$ cat config.mk
export PLATFORM = sky130hd
export DESIGN_NAME = fetch_stage
export DESIGN_NICKNAME = d
export VERILOG_FILES = /design/src/rtl/fetch_stage.sv
export SDC_FILE = /design/constraint.sdc
export NUM_CORES = 1
export LEC_CHECK = 0
export CAP_MARGIN = 20
export CORE_AREA = 2 2 118 143
export DETAILED_ROUTE_END_ITERATION = 10
export DIE_AREA = 0 0 120 145
export PLACE_DENSITY = 0.95
export SYNTH_ARGS = -nofsm -noshare
export SYNTH_HDL_FRONTEND = slang
export SYNTH_SLANG_ARGS = --single-unit
$ cat constraint.sdc
create_clock -name clk -period 3.35 [get_ports clk]
set_input_delay 0.67 -clock clk [delete_from_list [all_inputs] [get_ports clk]]
set_output_delay 0.67 -clock clk [all_outputs]
set_load 0.01 [all_outputs]
$ cat src/rtl/fetch_stage.sv
// -----------------------------------------------------------------------------
// fetch_stage
//
// Instruction-fetch stage that sits directly after the program counter. It
// requests the word at current_pc from instruction memory over a req/ack
// handshake and places the returned word in the IF/ID pipeline register. It
// also gives the PC its next value (next_pc) and a hold signal (pc_hold).
//
// The stage copes with three kinds of disturbance:
//   - variable memory latency: the request stays up and the PC holds until ack.
//   - decode stalls: a word that arrives while decode is stalled is kept in a
//     one-entry buffer (HOLD state). No new request is made while it waits.
//   - control-flow redirects: IF/ID is flushed. If a fetch is still pending,
//     its reply is waited out and thrown away (DROP state), because a request
//     can never be withdrawn.
//
// Ports
//   clk             rising-edge clock
//   rst             asynchronous reset, active-low
//   current_pc      PC register output
//   next_pc         value for the PC to load
//   pc_hold         1 = PC keeps its value this cycle
//   redirect        taken branch/jump from a later stage (single-cycle)
//   redirect_target target address when redirect = 1
//   id_stall        decode cannot accept a new instruction
//   imem_req        fetch request
//   imem_addr       fetch address, stable while imem_req = 1
//   imem_ack        one-cycle pulse, imem_rdata valid
//   imem_rdata      fetched instruction
//   if_id_valid     IF/ID register holds a live instruction
//   if_id_instr     registered instruction
//   if_id_pc4       registered fetch address + PC_INC
// -----------------------------------------------------------------------------
module fetch_stage #(
  parameter int                    DATA_WIDTH = 32,
  parameter int                    PC_INC     = 4,
  parameter logic [DATA_WIDTH-1:0] NOP_WORD   = '0
) (
  input  logic                  clk,
  input  logic                  rst,
  input  logic [DATA_WIDTH-1:0] current_pc,
  output logic [DATA_WIDTH-1:0] next_pc,
  output logic                  pc_hold,
  input  logic                  redirect,
  input  logic [DATA_WIDTH-1:0] redirect_target,
  input  logic                  id_stall,
  output logic                  imem_req,
  output logic [DATA_WIDTH-1:0] imem_addr,
  input  logic                  imem_ack,
  input  logic [DATA_WIDTH-1:0] imem_rdata,
  output logic                  if_id_valid,
  output logic [DATA_WIDTH-1:0] if_id_instr,
  output logic [DATA_WIDTH-1:0] if_id_pc4
);

  typedef enum logic [1:0] {
    FETCH = 2'd0,  // request current_pc
    DROP  = 2'd1,  // wait out a stale request that was issued before a redirect
    HOLD  = 2'd2   // fetched word is buffered while decode is stalled
  } state_t;

  state_t                r_state;
  state_t                w_state_nxt;
  logic [DATA_WIDTH-1:0] r_addr_q;      // address of the request in flight
  logic [DATA_WIDTH-1:0] r_buf_instr;   // buffered word; only meaningful in HOLD
  logic [DATA_WIDTH-1:0] r_buf_pc4;
  logic [DATA_WIDTH-1:0] w_pc_plus;
  logic                  w_flush;
  logic                  w_load_mem;
  logic                  w_load_buf;
  logic                  w_buf_wr;

  // The addition wraps modulo 2^DATA_WIDTH.
  assign w_pc_plus = current_pc + DATA_WIDTH'(PC_INC);
  assign next_pc   = redirect ? redirect_target : w_pc_plus;

  // imem_req is gated directly by rst so that it drops the moment reset is
  // asserted, without waiting for the state register to settle.
  assign imem_req  = rst && (r_state != HOLD);
  assign imem_addr = (r_state == DROP) ? r_addr_q : current_pc;

  // The PC advances only when the current word has been consumed, or when it
  // must take a redirect target.
  assign pc_hold = !( redirect
                   || ((r_state == FETCH) && imem_ack && !id_stall)
                   || ((r_state == HOLD)  && !id_stall));

  // Next-state logic and IF/ID control.
  always_comb begin
    // NOTE: every signal gets a default before the case so that no path leaves
    // it unassigned. An unassigned path would infer a latch.
    w_state_nxt = r_state;
    w_flush     = 1'b0;
    w_load_mem  = 1'b0;
    w_load_buf  = 1'b0;
    w_buf_wr    = 1'b0;
    unique case (r_state)
      FETCH: begin
        if (redirect) begin
          // An acked word is already out of date. An un-acked request still
          // has to complete, so it is waited out in DROP.
          w_flush     = 1'b1;
          w_state_nxt = imem_ack ? FETCH : DROP;
        end else if (imem_ack) begin
          if (!id_stall) begin
            w_load_mem = 1'b1;
          end else begin
            w_buf_wr    = 1'b1;
            w_state_nxt = HOLD;
          end
        end
      end
      DROP: begin
        // A further redirect only re-flushes and moves the PC. The stale
        // request still ends on its own ack.
        w_flush = redirect;
        if (imem_ack) begin
          w_state_nxt = FETCH;
        end
      end
      HOLD: begin
        if (redirect) begin
          w_flush     = 1'b1;
          w_state_nxt = FETCH;
        end else if (!id_stall) begin
          w_load_buf  = 1'b1;
          w_state_nxt = FETCH;
        end
      end
      default: w_state_nxt = FETCH;
    endcase
  end

  // State and request-address registers.
  always_ff @(posedge clk or negedge rst) begin
    if (!rst) begin
      r_state  <= FETCH;
      r_addr_q <= '0;
    end else begin
      // NOTE: sequential state uses non-blocking assignments, so every register
      // samples its pre-edge value no matter what order the statements run in.
      r_state <= w_state_nxt;
      if (r_state == FETCH) begin
        r_addr_q <= current_pc;
      end
    end
  end

  // Skid buffer for a word that arrives while decode is stalled.
  always_ff @(posedge clk or negedge rst) begin
    if (!rst) begin
      // NOTE: the buffer is reset even though its contents are only used in
      // HOLD. This keeps the values that simulation shows deterministic from
      // the first cycle.
      r_buf_instr <= '0;
      r_buf_pc4   <= '0;
    end else if (w_buf_wr) begin
      r_buf_instr <= imem_rdata;
      r_buf_pc4   <= w_pc_plus;
    end
  end

  // IF/ID pipeline register. A flush wins over every load, and fields hold
  // otherwise, which covers the decode-stall case.
  always_ff @(posedge clk or negedge rst) begin
    if (!rst) begin
      if_id_valid <= 1'b0;
      if_id_instr <= NOP_WORD;
      if_id_pc4   <= '0;
    end else if (w_flush) begin
      if_id_valid <= 1'b0;
      if_id_instr <= NOP_WORD;
    end else if (w_load_mem) begin
      if_id_valid <= 1'b1;
      if_id_instr <= imem_rdata;
      if_id_pc4   <= w_pc_plus;
    end else if (w_load_buf) begin
      if_id_valid <= 1'b1;
      if_id_instr <= r_buf_instr;
      if_id_pc4   <= r_buf_pc4;
    end
  end

endmodule

**After elaboration in Yosys (flattened, before gate mapping)**

Cells that the tools add are included.

- $add $sub $neg: 1
- $mul: 0
- Div/mod/pow operators: 0
- $lt $le $gt $ge: 0
- Equal/unequal tests: 7
- Shift-type cells: 0
- Multiplexer cells: 30
- Bitwise gates (word level): 1
- Reductions and logical operators: 14

Operators by type and width:

| operator | count |
|---|---|
| 32-bit 2-to-1 mux | 7 |
| 32-bit by 3-bit adder with 32-bit output (second input constant) | 1 |
| 1-bit 2-to-1 mux | 15 |
| 2-bit 2-to-1 mux | 6 |
| 3-bit != test (second input constant) | 3 |
| 2-bit case mux with 3 select lines | 1 |
| 1-bit logical AND | 4 |
| 2-bit != test (second input constant) | 2 |
| 4-bit AND reduction | 1 |
| 3-bit nonzero test | 1 |
| 2-bit by 1-bit == test with 1-bit output (second input constant) | 1 |
| 2-bit == test (second input constant) | 1 |
| 1-bit zero test | 2 |
| 2-bit zero test | 1 |
| 1-bit logical OR | 2 |
| 1-bit case mux with 2 select lines | 1 |
| 2-bit AND reduction | 1 |
| 2-bit nonzero test | 1 |
| 2-bit OR reduction | 1 |
| 1-bit inverter | 1 |

- Bits in registers: 163
- Bits in latches: 0
- RAM bits: 0
- ROM bits: 0
- Input port bits: 101
- Output and inout port bits: 131
- Logic and storage cells: 60
- Memories kept: 0

**Logic depth before layout (Yosys ltp)**

- Depth after elaboration: 6
- Mapped depth: 8
- Depth with buffers taken out: 6

**Worst setup path after synthesis**

No wires, ideal clock.

- Path type: input to output
- Start point: input port current_pc[23]
- End point: output port next_pc[29]
- Arrival time: 1.999 ns
- Required time: 2.680 ns
- Setup slack: 0.681 ns
- Stages: 6
- Path buffers: 1
- Path through: clkbuf_1 -> nand4_1 -> nor4_1 -> nand4_1 -> xnor2_1 -> mux2_2

- Cells in the longest elaborated chain, start to end: 2

RTL lines:

| element | RTL line | RTL |
|---|---|---|
| start: declaration | 41 | `input logic [DATA_WIDTH-1:0] current_pc,` |
| 32-bit by 3-bit adder with 32-bit output | 74 | `assign w_pc_plus = current_pc + DATA_WIDTH'(PC_INC);` |
| 32-bit 2-to-1 mux | 75 | `assign next_pc = redirect ? redirect_target : w_pc_plus;` |
| end: declaration | 42 | `output logic [DATA_WIDTH-1:0] next_pc,` |

Every way passes these cells.

**Worst setup path after layout**

- Start point: input port current_pc[23]
- End point: output port next_pc[31]

The elaborated chain is that of the path after synthesis.

==> impl_metrics.py <==
metrics = {
    "grt": {
        "track_usage_pct": 32.6,
        "grt_max_degree": 164,
        "grt_pass1_wl_um": 43800,
        "antenna_found_initial": 2,
        "grt_pass1_vias": 8041,
        "grt_overflow": 0,
    },
    "floorplanning": {
        "ios": 232,
        "dieArea_um2": 17400,
        "dieWidth_um": 120,
        "start_util_pct": 51.2,
        "coreArea_um2": 16000,
        "rows": 51,
        "fp.dieH_um": 145,
    },
    "critical_path": {
        "critical_path_class": "input port to primary output",
        "r2r-start": "r_state[1]",
        "path_delay_family": "buffers and inverters",
        "required_ns": 2.68,
        "arrival_ns": 2.73,
        "rrSetupSlack_ns": 0.91,
        "cp-start-kind": "input port",
        "cpMostUsedCell": "buf_4",
        "crit-reg2reg-capture": "if_id_pc4[25]",
        "cp_num_buf_inv": 5,
        "critPathMaxFanout": 3,
        "end_kind": "primary output",
        "ff2ff_path_depth": 5,
        "cp_slowest_stage_delay_ns": 0.26,
        "critPathSlowestCell": "dlygate4sd2_1",
        "worstPathCellList": "dlygate4sd2_1, nand4_1, buf_4, nor4_4, buf_4, nand4_1, xor2_2, buf_4, mux2i_1, buf_2",
    },
    "run_status": {
        "violations": "setup timing",
        "status": "complete, but fails checks",
    },
    "synth": {
        "synth_area_um2": 8210,
        "synth_top_flop_cell": "dfrtp_1",
        "yosysTopAreaCell": "dfrtp_1",
        "yosysWarningCount": 0,
        "postSynth.asyncResetShare_pct": 100,
        "ys_ff_latch": 163,
        "synth_cell_types": 44,
        "syn_avg_cell_area_um2": 10.9,
        "syn_inst": 751,
        "synth_top_area_share_pct": 49.7,
        "synth_fp_nets": 853,
        "ys_seq_area_share_pct": 49.7,
        "synth.area.top_cells": "dfrtp_1 (50%), mux2_2 (17%), mux2i_1 (6.2%)",
        "synth-edff-count": 0,
    },
    "route": {
        "via_count": 7878,
        "drc_errors": 0,
        "wirelength_um": 29600,
        "firstDrtPassIters": 5,
        "drt-wirelength-per-cell_um": 22.7,
        "drtIter0Drc": 886,
        "ant_nets": 0,
        "viasPerCell": 6.06,
    },
    "power": {
        "power_density_nw_per_um2": 494,
        "ir_drop_mv": 0.282,
        "p_leak_uw": 0.00567,
    },
    "sta": {
        "setup_violations": 1,
        "skew_ns": 0.0116,
        "fin_crit_ns": 3.40,
        "max_clock_freq_mhz": 294,
        "max_slew.worst_pin.slew_ns": 1.06,
        "hold_viol_final": 0,
        "layout_setup_ws_ns": -0.0508,
        "period_share_pct": 102,
        "finalMaxSlewViolations": 0,
        "timing.slew.headroom_pct": 29.2,
    },
    "job": {
        "maxCapViolCount": 0,
    },
    "place": {
        "globalplace.congestion": 1.05,
        "hpwl_um": 18300,
        "pre_cts_ws_ns": -0.484,
        "io_buffers": 231,
    },
    "clock_network": {
        "cts_tree": "built",
        "cts_sinks": 163,
        "ctsHoldBuffers": 0,
        "cts_made_buffers": 17,
        "cts_root_buffer": "clkbuf_16",
        "clk_pin_slew_worst_paths_ns": 0.07,
        "htree_levels": 4,
        "clock_latency_ns": 0.43,
        "clock_path_buffers": 2,
    },
    "finish": {
        "utilization_pct": 77.0,
        "fillCellCount": 939,
        "drive_above_1_share_pct": 31.0,
        "nets": 1175,
        "area_growth_pct": 50.3,
    },
    "worst_hold_path": {
        "hp-class": "input port to asynchronous set/reset pin",
    },
}
==> stage by stage <==
stage                     setup TNS (ns)  total power [µW]  std cells  hold WS [ns]  area [µm²]
after detailed placement           -7.85              4220       1241         0.463       11400
after global placement             -6.34              4130       1241         0.458       11400
after CTS                        -0.0704              6050       1290         0.464       12200
after global routing             -0.0950              6340       1300         0.476       12300
final                            -0.0508              6100       1300         0.291       12300
after floorplan                        0              3280        751         0.374        8210
==> cell usage in the layout, fill, tap and decap left out, drive strengths merged, types with 12 or more instances in the layout <==
master / count
dfrtp: 163
mux2: 123
o21ai: 73
a22oi: 14
dlygate4sd2: 26
xor2: 13
a21oi: 12
nand3: 50
xnor2: 15
nor4: 12
nand4: 16
buf: 129
nor2: 34
clkdlybuf4s50: 183
mux2i: 51
nand2: 62
clkbuf: 26
inv: 27
==> cells in the mapped netlist (15+ instances only) <==
library cell and count:
dfrtp_1 163, mux2_2 123, o21ai_0 69, nand2_1 61
mux2i_1 51, nand3_1 48, nor2_1 33, clkbuf_1 26
inv_1 21, buf_2 17, nand4_1 15, xnor2_1 15
==> worst max path at each step <==
stage	start	end	slack [ns]	cells after the start
2_1_floorplan	current_pc[23]	next_pc[29]	0.68	6
3_3_place_gp	current_pc[2]	next_pc[22]	-0.44	8
3_5_place_dp	current_pc[3]	next_pc[22]	-0.48	8
4_1_cts	current_pc[22]	next_pc[31]	-0.07	9
5_1_grt	current_pc[23]	next_pc[31]	-0.08	10
6_report	current_pc[23]	next_pc[31]	-0.05	10
==> cells by family after synthesis <==
kind of cell               synth area share (%)
and+or+nand+nor                            12.5
xor gates and xnor gates                   2.99
AOI/OAI and AO/OA                          7.85
adders and majority gates                 0.152
DFF                                        49.7
buffers and inverters                      3.74
muxes                                      23.1
==> cell type report <==
type | count | area (µm²) | area share [%]
multi-input cells | 514 | 4090 | 33.2
clock buffers | 18 | 429 | 3.48
inverters | 21 | 78.8 | 0.639
repair buffers | 356 | 3260 | 26.5
flip-flops and latches | 163 | 4080 | 33.1
well taps | 212 | 265 | 2.15
clock inverters | 14 | 121 | 0.984
diodes | 2 | 5.00 | 0.0406
==> repair_timing <==
item / 4_1_cts / 5_1_grt
gates resized for setup: 80 / 36
setup buffers: 17 / 9
setup endpoints to repair: 25 / 15
pin swaps: 25 / 12
gates cloned: 0 / 0
==> worst reg2reg max path, stage by stage, from the launching register on <==
cell,delay (ns)
dfrtp_1,0.58
nor2_1,0.17
or4_4,0.68
nor2_4,0.55
a22oi_1,0.18
o21ai_0,0.16
==> power by group <==
group | switching [µW] | internal, µW | leakage (µW) | total (µW)
registers | 234 | 2350 | 0.00201 | 2590
clock network | 863 | 971 | 0.000266 | 1830
logic | 760 | 919 | 0.00340 | 1680
total | 1860 | 4240 | 0.00567 | 6100
==> metal layers <==
layer,track usage (%),vias up,routed length (µm)
met3,6.72,175,2550
met2,55.7,558,14900
met5,0,-,0
met1,37.5,3827,10200
li1,-,3318,-
met4,19.0,0,1990
==> state kept, by name, summed over array words and instances (netlist names) <==
name	flops
r_addr_q	32
r_state	2
r_buf_instr	32
if_id_pc4	32
r_buf_pc4	32
if_id_instr	32
if_id_valid	1
Power figures use the tool's default switching activity.
